--- src/rtl/receive_cgrundey.sv ---
// Receive-side checker for the counter/converter link: validates each strobed
// word's converter field, tracks the binary count sequence and tallies bad words.
module receive_cgrundey (
  input  logic        clk,
  input  logic        clear,
  input  logic        rx_en,
  input  logic [11:0] rx_word,
  output logic [5:0]  data_out,
  output logic        locked,
  output logic        bcd_err,
  output logic        seq_err,
  output logic [7:0]  err_cnt
);

  typedef enum logic {HUNT, LOCK} state_t;

  state_t      state;
  logic [1:0]  good_run;
  logic        bad_run;
  logic [5:0]  prev;
  logic        first_word;

  logic [5:0]  count;
  logic [5:0]  tens;
  logic [5:0]  units;
  logic [5:0]  expected_field;
  logic        bcd_ok;
  logic        is_advance;
  logic        is_hold;
  logic        seq_ok;
  logic        word_bad;

  // The converter field carries tens and units with the units LSB implied by count[0].
  always_comb begin
    count          = rx_word[11:6];
    tens           = count / 6'd10;
    units          = count % 6'd10;
    expected_field = {tens[2:0], units[3:1]};
    bcd_ok         = (rx_word[5:0] == expected_field);
    is_advance     = (count == prev + 6'd1);
    is_hold        = (count == prev);
    seq_ok         = is_advance || is_hold;
    word_bad       = !bcd_ok || ((state == LOCK) && !seq_ok);
  end

  always_ff @(posedge clk or posedge clear) begin
    if (clear) begin
      state      <= HUNT;
      good_run   <= 2'd0;
      bad_run    <= 1'b0;
      prev       <= 6'd0;
      first_word <= 1'b1;
      data_out   <= 6'd0;
      locked     <= 1'b0;
      bcd_err    <= 1'b0;
      seq_err    <= 1'b0;
      err_cnt    <= 8'd0;
    end else begin
      bcd_err <= 1'b0;
      seq_err <= 1'b0;
      if (rx_en) begin
        if (bcd_ok)
          data_out <= count;
        if (word_bad && (err_cnt != 8'hFF))
          err_cnt <= err_cnt + 8'd1;

        case (state)
          HUNT: begin
            if (!bcd_ok) begin
              bcd_err  <= 1'b1;
              good_run <= 2'd0;
            end else begin
              prev       <= count;
              first_word <= 1'b0;
              if (first_word) begin
                good_run <= 2'd1;
              end else if (is_advance) begin
                good_run <= good_run + 2'd1;
                if (good_run == 2'd2) begin
                  state  <= LOCK;
                  locked <= 1'b1;
                end
              end else if (!is_hold) begin
                good_run <= 2'd1;
              end
            end
          end

          LOCK: begin
            if (bcd_ok && seq_ok) begin
              prev    <= count;
              bad_run <= 1'b0;
            end else begin
              // A single bad word resyncs to it; a second in a row drops lock.
              bcd_err <= !bcd_ok;
              seq_err <= !seq_ok;
              prev    <= count;
              if (bad_run) begin
                state    <= HUNT;
                locked   <= 1'b0;
                good_run <= 2'd0;
                bad_run  <= 1'b0;
              end else begin
                bad_run <= 1'b1;
              end
            end
          end

          default: state <= HUNT;
        endcase
      end
    end
  end

endmodule

--- config.mk ---
export PLATFORM = sky130hd
export DESIGN_NAME = receive_cgrundey
export DESIGN_NICKNAME = d
export VERILOG_FILES = /design/src/rtl/receive_cgrundey.sv
export SDC_FILE = /design/constraint.sdc
export NUM_CORES = 1
export LEC_CHECK = 0
export BUFFER_PORTS_ARGS = -buffer_cell sky130_fd_sc_hd__buf_2
export CORE_MARGIN = 5
export CORE_UTILIZATION = 60
export CTS_CLUSTER_DIAMETER = 30
export CTS_CLUSTER_SIZE = 30
export DETAILED_ROUTE_END_ITERATION = 8
export PLACE_DENSITY = 0.95
export SLEW_MARGIN = 20
export SYNTH_ARGS = -nofsm -noshare
export SYNTH_HDL_FRONTEND = slang
export SYNTH_SLANG_ARGS = --single-unit
--- constraint.sdc ---
create_clock -name clk -period 6.3 [get_ports clk]
set_input_delay 0.315 -clock clk [delete_from_list [all_inputs] [get_ports clk]]
set_output_delay 0.315 -clock clk [all_outputs]
set_load 0.01 [all_outputs]
### Yosys cells after proc, flatten, opt, wreduce, memory -nomap -nowiden

Index checks and enable logic that the tools add are counted.

| word-level totals | value |
|---|---|
| bits in writable memories | 0 |
| input bits | 15 |
| bits in read-only memories | 0 |
| register bits | 28 |
| output and inout bits | 17 |
| latch bits | 0 |
| memories | 0 |
| word-level logic and storage cells | 73 |

| cells by class | value |
|---|---|
| eq/ne operators | 12 |
| reductions and logical operators | 14 |
| order comparisons | 0 |
| multiply operators | 0 |
| add/sub/neg operators | 3 |
| shifts and indexed selects | 0 |
| bitwise logic cells | 1 |
| mux-type cells | 31 |
| divide/modulo/power cells | 2 |

Operators by type and width:

| operator | count |
|---|---|
| 1-bit 2-to-1 mux | 19 |
| 6-bit == test | 3 |
| 2-bit 2-to-1 mux | 6 |
| 6-bit one-hot mux with 2 select lines | 1 |
| 2-bit inequality test, second input constant | 5 |
| 8-bit by 1-bit adder with 8-bit output, second input constant | 1 |
| 8-bit inequality test, second input constant | 1 |
| 2-bit AND reduction | 4 |
| 7-bit AND reduction | 1 |
| 6-bit by 1-bit adder with 6-bit output, second input constant | 1 |
| 6-bit by 4-bit divider with 6-bit output, second input constant | 1 |
| 6-bit by 4-bit modulo with 6-bit output, second input constant | 1 |
| 6-bit 2-to-1 mux | 1 |
| 1-bit one-hot mux with 2 select lines | 3 |
| 5-bit inequality test, second input constant | 1 |
| 2-bit one-hot mux with 2 select lines | 1 |
| 4-bit AND reduction | 1 |
| 1-bit logical AND | 3 |
| 3-bit AND reduction | 1 |
| 2-bit by 1-bit adder with 2-bit output, second input constant | 1 |
| 2-bit == test, second input constant | 1 |
| 1-bit zero test | 2 |
| 1-bit logical OR | 2 |
| 2-bit by 1-bit inequality test with 1-bit output, second input constant | 1 |
| 1-bit NOT | 1 |

### Longest topological paths before layout

Gate-level depths: netlist of run 1.

| depth | value |
|---|---|
| depth after elaboration | 8 |
| depth in mapped cells | 13 |
| mapped depth without buffers | 11 |

### Worst setup path after synthesis of run 1

Ideal clock, no wire load.

| timing path | value |
|---|---|
| path kind | input-to-reg |
| start | in rx_word[10] |
| end | reg err_cnt[1] |
| arrival | 2.931 ns |
| path buffers | 1 |
| setup time | 0.128 ns |
| cell stages on the path | 10 |
| data required time | 6.172 ns |
| path slack | 3.241 ns |
| cell sequence | inv_1 ha_1 and4b_1 or4_1 buf_2 a41o_1 a311o_1 o211a_4 a21oi_4 mux2_1 |

| between the ends | value |
|---|---|
| longest elaborated chain between the ends | 7 |
| elaborated cells on any way between the ends | 12 |
| classes of those cells | div (2); eq/ne (3); reduce/logical (7) |

Ends and longest elaborated chain:

| what | RTL line | RTL |
|---|---|---|
| from (decl) | 7 | `input logic [11:0] rx_word,` |
| parallel branches: the longest is 4 deep, another holds 6-bit by 4-bit modulo with 6-bit output | - |  |
| 1-bit logical OR (*) | 43 | `word_bad = !bcd_ok \|\| ((state == LOCK) && !seq_ok);` |
| 1-bit logical AND (*) | 64 | `if (word_bad && (err_cnt != 8'hFF))` |
| 2-bit AND reduction (no line) (*) | - |  |
| to (signal assigned) | 65 | `err_cnt <= err_cnt + 8'd1;` |
| to (decl) | 12 | `output logic [7:0] err_cnt` |

Mark *: on every way between the ends.
A chain may end at the register's enable or synchronous reset.

### Worst setup path after layout of run 1

| timing path | value |
|---|---|
| start | in rx_word[10] |
| end | reg good_run[0] |

| between the ends | value |
|---|---|
| longest elaborated chain between the ends | 5 |
| elaborated cells on any way between the ends | 14 |
| classes of those cells | div (2); eq/ne (5); mux (4); reduce/logical (3) |

Ends and longest elaborated chain:

| what | RTL line | RTL |
|---|---|---|
| 6-bit by 4-bit modulo with 6-bit output, or another cell as far along | 37 | `units = count % 6'd10;` |
| 6-bit == test, or another cell as far along | 39 | `bcd_ok = (rx_word[5:0] == expected_field);` |
| 1-bit logical AND / 2-bit 2-to-1 mux (equally long branches) | 90, 75 |  |
| 2-bit inequality test (no line) / 2-bit 2-to-1 mux (equally long branches) | - |  |
| 4-bit AND reduction (no line) / 2-bit one-hot mux with 2 select lines (equally long branches) | - |  |
| to (signal assigned) | 78 | `good_run <= good_run + 2'd1;` |
| to (decl) | 18 | `logic [1:0] good_run;` |

Parallel ways exist; a longest one is shown, timed or not.

==> impl_metrics.ini, run 1 <==
[outcome]
status = finished clean

[route]
first_pass_iters = 5
wire_per_inst_microns = 13.97
vias_per_cell = 5.783
antenna_left = 0
routed-via-count = 1544
drt_iter0_markers = 73
wl_microns = 3729
route.detailed.drc = 0

[cts]
holdBufCountCts = 0
clockRootBuffer = clkbuf_4
h-tree-depth = 1
cts_setup_buffers = 0
clk_latency_ps = 320
cts_sinks = 28
cts.clk_slew.worst_paths_ps = 140
cts_resized = 0
numCtsBuffers = 3
cts_tree = built
cts_buffer_depth = 2

[grt]
grt_pass1_vias = 1495
grt_max_degree = 29
gr-total-overflow = 0
antenna_found_initial = 0
grt_pass1_wl_microns = 6541
grtUsageTotal = 0.1863

[power]
switching_share = 0.3382
p_leak_nw = 0.9570
clkPwrFrac = 0.205
combPwrFrac = 0.326
p_int_mw = 0.3697
pwr_density_cell_nw_per_um2 = 264.0
pwr-share-seq = 0.468
p_switching_mw = 0.1889
vdd_drop_max_v = 0.0001678

[logic_synthesis]
synth_ff_type = dfrtp_1
syn_nets = 216
ys_warn_count = 0
async_reset_ff_frac = 1.000
synth_cell_types = 60
syn_avg_cell_area_sq_um = 9.667
netlist_area_sq_um = 1904
synth-seq-cells = 28
seq_area_frac_synth = 0.3686
synth_cells = 197
synth_edf_count = 0

[floorplanning]
pin_count = 32
initial_core_util = 0.6238
num_rows = 20
die_x_microns = 66.34
core_sq_um = 3053
die_area_sq_um = 4400
die_y_microns = 66.34

[place]
placed_area_sq_um = 2063
buffer_ports.inserted = 31
hpwl_microns = 2848
dp_cells = 263
gp_congestion = 0.9103

[worst_setup_path]
critical_path.startpoint_type = input port
r2r_end = err_cnt[1]$_DFFE_PP0P_
r2r_start = prev[1]$_DFFE_PP0P_
crit_type = input port to flip-flop
critPathCaptureType = flip-flop
critPathMaxFanout = 15
cp_slowest_stage_delay_ps = 650
required_ps = 6560
slowest_stage = or4_1
arrival_ps = 3510
crit_chain = buf_2 -> inv_1 -> ha_1 -> and4b_1 -> or4_1 -> o21bai_4 -> a211oi_1 -> a311o_1 -> o211a_4 -> nand2_4 -> or3_1 -> o22ai_1
ff2ff_setup_slack_ps = 3430
ff2ff_path_depth = 9

[finish]
layout_commonest_cell = buf_2
most-common-layout-cells = buf_2 (31), dfrtp_1 (27), nand2_1 (20)
final_cells = 267
fill_cells = 248
nets = 243
final_cell_area_sq_um = 2116
drive_gt1_frac = 0.2242
area_delta_synth_final_pct = 11.10
num_antenna_cells = 0

[timing]
fin_hold_ws_ps = 15.57
maxSlewViolCount = 0
worst_pin_slew_ps = 560.2
period_needed_ps = 3251
period_share = 0.5161
fin_setup_tns_ps = 0
hold_viol = 0
clock_skew_ps = 3.449
max_clock_freq_mhz = 307.6
relSlewSlack = 0.6260
rsz0062_at_grt = false
setup-violations-final = 0

[flow_run]
max_cap_violations = 0

[worst_hold_path]
hold_class = input port to async pin
-- critical path, delay by kind of cell --
family / cells / cell delay [ps]
and+or+nand+nor: 4 / 1340
AOI/OAI and AO/OA: 5 / 1110
buffers and inverters: 2 / 370
adders and majority gates: 1 / 360
-- power by group through the flow --
stage               clock network [mW]  logic, mW  registers, mW
finish                           0.115      0.182          0.262
global route                     0.128      0.204          0.269
global placement                     0      0.178          0.263
floorplan                            0      0.110          0.273
detailed placement                   0      0.183          0.265
CTS                              0.117      0.184          0.261
-- metal layers --
metal,global-route usage,vias to the layer above,wire [microns]
li1,-,782,-
met1,0.2500,729,1755
met2,0.3024,27,1807
met3,0.04082,6,130
met4,0.04822,0,36
met5,0,-,0
-- layout make-up --
type	count	area (sq um)	share of cell area
Multi-Input combinational cell	153	1125	0.5316
Sequential cell	28	701.9	0.3318
Timing Repair Buffer	31	155.1	0.07333
Tap cell	44	55.05	0.02602
Clock inverter	1	30.03	0.01419
Inverter	7	26.28	0.01242
Clock buffer	3	22.52	0.01064
-- through the flow --
stage	power, mW	setup WS, ps	util
4_1_cts	0.5626	3067	0.6930
6_report	0.5587	3049	0.6930
2_1_floorplan	0.3836	3241	-
5_1_grt	0.6010	2840	0.6930
3_5_place_dp	0.4483	2707	0.6758
3_3_place_gp	0.4407	2805	0.6758
-- cell usage after synthesis, types with 2 or more instances --
cell	count	area, sq um
nor2_1	10	37.54
o221ai_1	2	17.52
o22ai_1	2	12.51
nor2b_1	2	12.51
nand2_1	20	75.07
mux2_1	8	90.09
nor4b_1	2	17.52
or3_1	3	18.77
nor3_1	3	15.01
a21oi_1	5	25.02
xor2_1	7	61.31
o211ai_1	5	37.54
nor4bb_1	3	30.03
ha_1	4	50.05
nor3b_1	3	22.52
a31oi_1	2	12.51
o21ai_1	4	20.02
buf_2	5	25.02
o21a_1	2	15.01
inv_1	6	22.52
or2_2	2	12.51
nand3_1	4	20.02
dfrtp_1	27	675.7
nor4_1	2	12.51
nand2b_1	2	12.51
o22a_1	3	26.28
and2_1	2	12.51
o21ai_0	7	35.03
o211ai_2	2	25.02
a211oi_1	3	22.52
nand4_1	4	25.02
xnor2_1	9	78.83
and3_1	5	31.28
-- state kept, by name (all words and copies together), names as in the netlist --
register    cells
seq_err         1
good_run        2
bad_run         1
state           1
data_out        6
err_cnt         8
first_word      1
prev            6
locked          1
bcd_err         1
-- cells by family after synthesis --
kind of cell,count (synthesis),share of synthesized area
AO/OA/AOI/OAI,51,0.2234
flip-flops,28,0.3686
AND/OR/NAND/NOR,73,0.2142
buffers and inverters,16,0.04073
multiplexers,9,0.05322
XOR/XNOR,16,0.07359
adder cells (fa/ha/maj),4,0.02628
-- worst max path at each step --
stage	startpoint	cells after the start	slack (ps)	to
global placement	rx_word[10]	11	2810	prev[5]$_DFFE_PP0P_
finish	rx_word[10]	12	3050	good_run[0]$_DFFE_PP0P_
detailed placement	rx_word[10]	11	2710	prev[5]$_DFFE_PP0P_
CTS	rx_word[10]	11	3070	prev[5]$_DFFE_PP0P_
global route	rx_word[10]	12	2840	good_run[0]$_DFFE_PP0P_
floorplan	rx_word[10]	10	3240	err_cnt[1]$_DFFE_PP0P_
Note: power is estimated with default switching activity, not from simulation.
==> run 2, diff against run 1 <==
--- a/config.mk
+++ b/config.mk
@@ -7,11 +7,11 @@
 export LEC_CHECK = 0
 export BUFFER_PORTS_ARGS = -buffer_cell sky130_fd_sc_hd__buf_2
 export CORE_MARGIN = 5
-export CORE_UTILIZATION = 60
+export CORE_UTILIZATION = 56
 export CTS_CLUSTER_DIAMETER = 30
 export CTS_CLUSTER_SIZE = 30
 export DETAILED_ROUTE_END_ITERATION = 8
-export PLACE_DENSITY = 0.95
+export PLACE_DENSITY = 0.91
 export SLEW_MARGIN = 20
 export SYNTH_ARGS = -nofsm -noshare
 export SYNTH_HDL_FRONTEND = slang
==> constraint.sdc (replaced) <==
create_clock -name clk -period 3.1 [get_ports clk]
set_input_delay 0.155 -clock clk [delete_from_list [all_inputs] [get_ports clk]]
set_output_delay 0.155 -clock clk [all_outputs]
set_load 0.01 [all_outputs]
==> run 2 against run 1 <==
Final cell count rose by 4.5%. Power grew 110%. Combinational power rose by 110%. Global-route usage up 0.060 points. Sequential power rose by 100%. Clock power is 100% higher. Clock skew rose by 1.4 ps. Critical path type unchanged. Critical endpoint is now err_cnt[1]$_DFFE_PP0P_. Largest cell class unchanged. Largest power group unchanged. Highest routed layer unchanged.
==> impl_metrics.ini, run 2 (synthesis gave the netlist of run 1 again) <==
[power]
p_int_mw = 0.7621
vdd_drop_max_v = 0.0003624
p_leak_nw = 1.003
pwr-share-seq = 0.462
combPwrFrac = 0.336
switching_share = 0.3348
p_switching_mw = 0.3836
pwr_density_cell_nw_per_um2 = 521.8
power.total_mw = 1.146
clkPwrFrac = 0.202

[worst_setup_path]
required_ps = 3320
ff2ff_setup_slack_ps = 400
r2r_end = err_cnt[1]$_DFFE_PP0P_
arrival_ps = 2960
crit_type = input port to flip-flop
ff2ff_path_depth = 9
crit_path_start = rx_word[10]
r2r_start = prev[0]$_DFFE_PP0P_
critical_path.startpoint_type = input port
critPathCaptureType = flip-flop
critPathMaxFanout = 8

[place]
placed_area_sq_um = 2133
dp_cells = 274
hpwl_microns = 2968
buffer_ports.inserted = 31
gp_congestion = 0.8451
dp_slack_ps = 11.26

[floorplanning]
die_area_sq_um = 4667
pin_count = 32
core_sq_um = 3311
die_y_microns = 68.32
die_x_microns = 68.32
num_rows = 21
initial_core_util = 0.5752

[cts]
clk_latency_ps = 320
holdBufCountCts = 0
cts_setup_buffers = 0
cts_resized = 0
cts_tree = built
cts.clk_slew.worst_paths_ps = 140
clockRootBuffer = clkbuf_4
h-tree-depth = 1
cts_sinks = 28
numCtsBuffers = 3
cts_buffer_depth = 2

[flow_run]
max_cap_violations = 0

[finish]
num_antenna_cells = 0
final_cells = 279
layout_commonest_cell = buf_2
most-common-layout-cells = buf_2 (31), dfrtp_1 (27), nand2_1 (20)
regMostFlops = err_cnt
final_cell_area_sq_um = 2196
regArea_sq_um = 701.9
nets = 253
drive_gt1_frac = 0.2532
largest_register_ffs = 8
reg_top3 = err_cnt (8), data_out (6), prev (6)
fill_cells = 281
area_delta_synth_final_pct = 15.31
multiInputGateArea_sq_um = 1125

[grt]
antenna_found_initial = 0
grt_pass1_vias = 1500
grtUsageTotal = 0.1869
grt_pass1_wl_microns = 6837
grt_max_degree = 29
gr-total-overflow = 0

[timing]
rsz0062_at_grt = false
period_share = 0.8840
maxSlewViolCount = 0
fin_setup_tns_ps = 0
max_clock_freq_mhz = 364.9
setup_slack_ps = 359.7
clock_skew_ps = 4.818
relSlewSlack = 0.6232
worst_pin_slew_ps = 564.3
period_needed_ps = 2740
hold_viol = 0
setup-violations-final = 0

[route]
antenna_left = 0
routed-via-count = 1617
wl_microns = 3962
drt_iter0_markers = 121
route.detailed.drc = 0
wire_per_inst_microns = 14.20
first_pass_iters = 4
vias_per_cell = 5.796

[worst_hold_path]
whs_path_depth = 2
hold_end = data_out[0]$_DFFE_PP0P_
hold_class = input port to flip-flop
hp-start = rx_word[6]

[outcome]
status = finished clean
## run 2: worst max path at each step
stage               depth (start not counted)                 endpoint
global route                               12  good_run[0]$_DFFE_PP0P_
detailed placement                         10   err_cnt[1]$_DFFE_PP0P_
CTS                                        10   err_cnt[1]$_DFFE_PP0P_
floorplan                                  10   err_cnt[1]$_DFFE_PP0P_
global placement                           10   err_cnt[1]$_DFFE_PP0P_
finish                                     11   err_cnt[1]$_DFFE_PP0P_
## run 2: cell type report
type,instances,area share
repair buffers,41,0.1060
flip-flops and latches,28,0.3197
clock inverters,1,0.01368
multi-input cells,153,0.5123
clock buffers,3,0.01026
inverters,7,0.01197
well taps,46,0.02621
## run 2: power by group through the flow
stage / clock network (mW) / logic (mW) / registers [mW]
finish: 0.231 / 0.385 / 0.529
global route: 0.254 / 0.434 / 0.543
CTS: 0.238 / 0.388 / 0.529
detailed placement: 0 / 0.386 / 0.537
global placement: 0 / 0.373 / 0.532
floorplan: 0 / 0.224 / 0.555
## run 2: worst max-delay path, stage by stage
cell	delay (ps)
buf_2	90
inv_1	50
ha_1	280
and4b_1	180
or4_1	650
o211ai_1	180
a2111oi_1	120
a311o_1	370
o211a_4	290
a21oi_4	260
mux2_1	350
## run 2: stage by stage
step                utilization  hold WS (ps)
finish                   0.6633         84.18
global route             0.6633         60.38
CTS                      0.6602         75.11
detailed placement       0.6444         426.5
global placement         0.6444         409.7
floorplan                     -         219.7
## run 2: routing by layer
layer / vias to the layer above / global-route usage / part of all wire
met5: - / 0 / 0
met1: 782 / 0.2593 / 0.46
met2: 31 / 0.3141 / 0.50
li1: 802 / - / -
met4: 0 / 0.01489 / 0.0050
met3: 2 / 0.03612 / 0.033
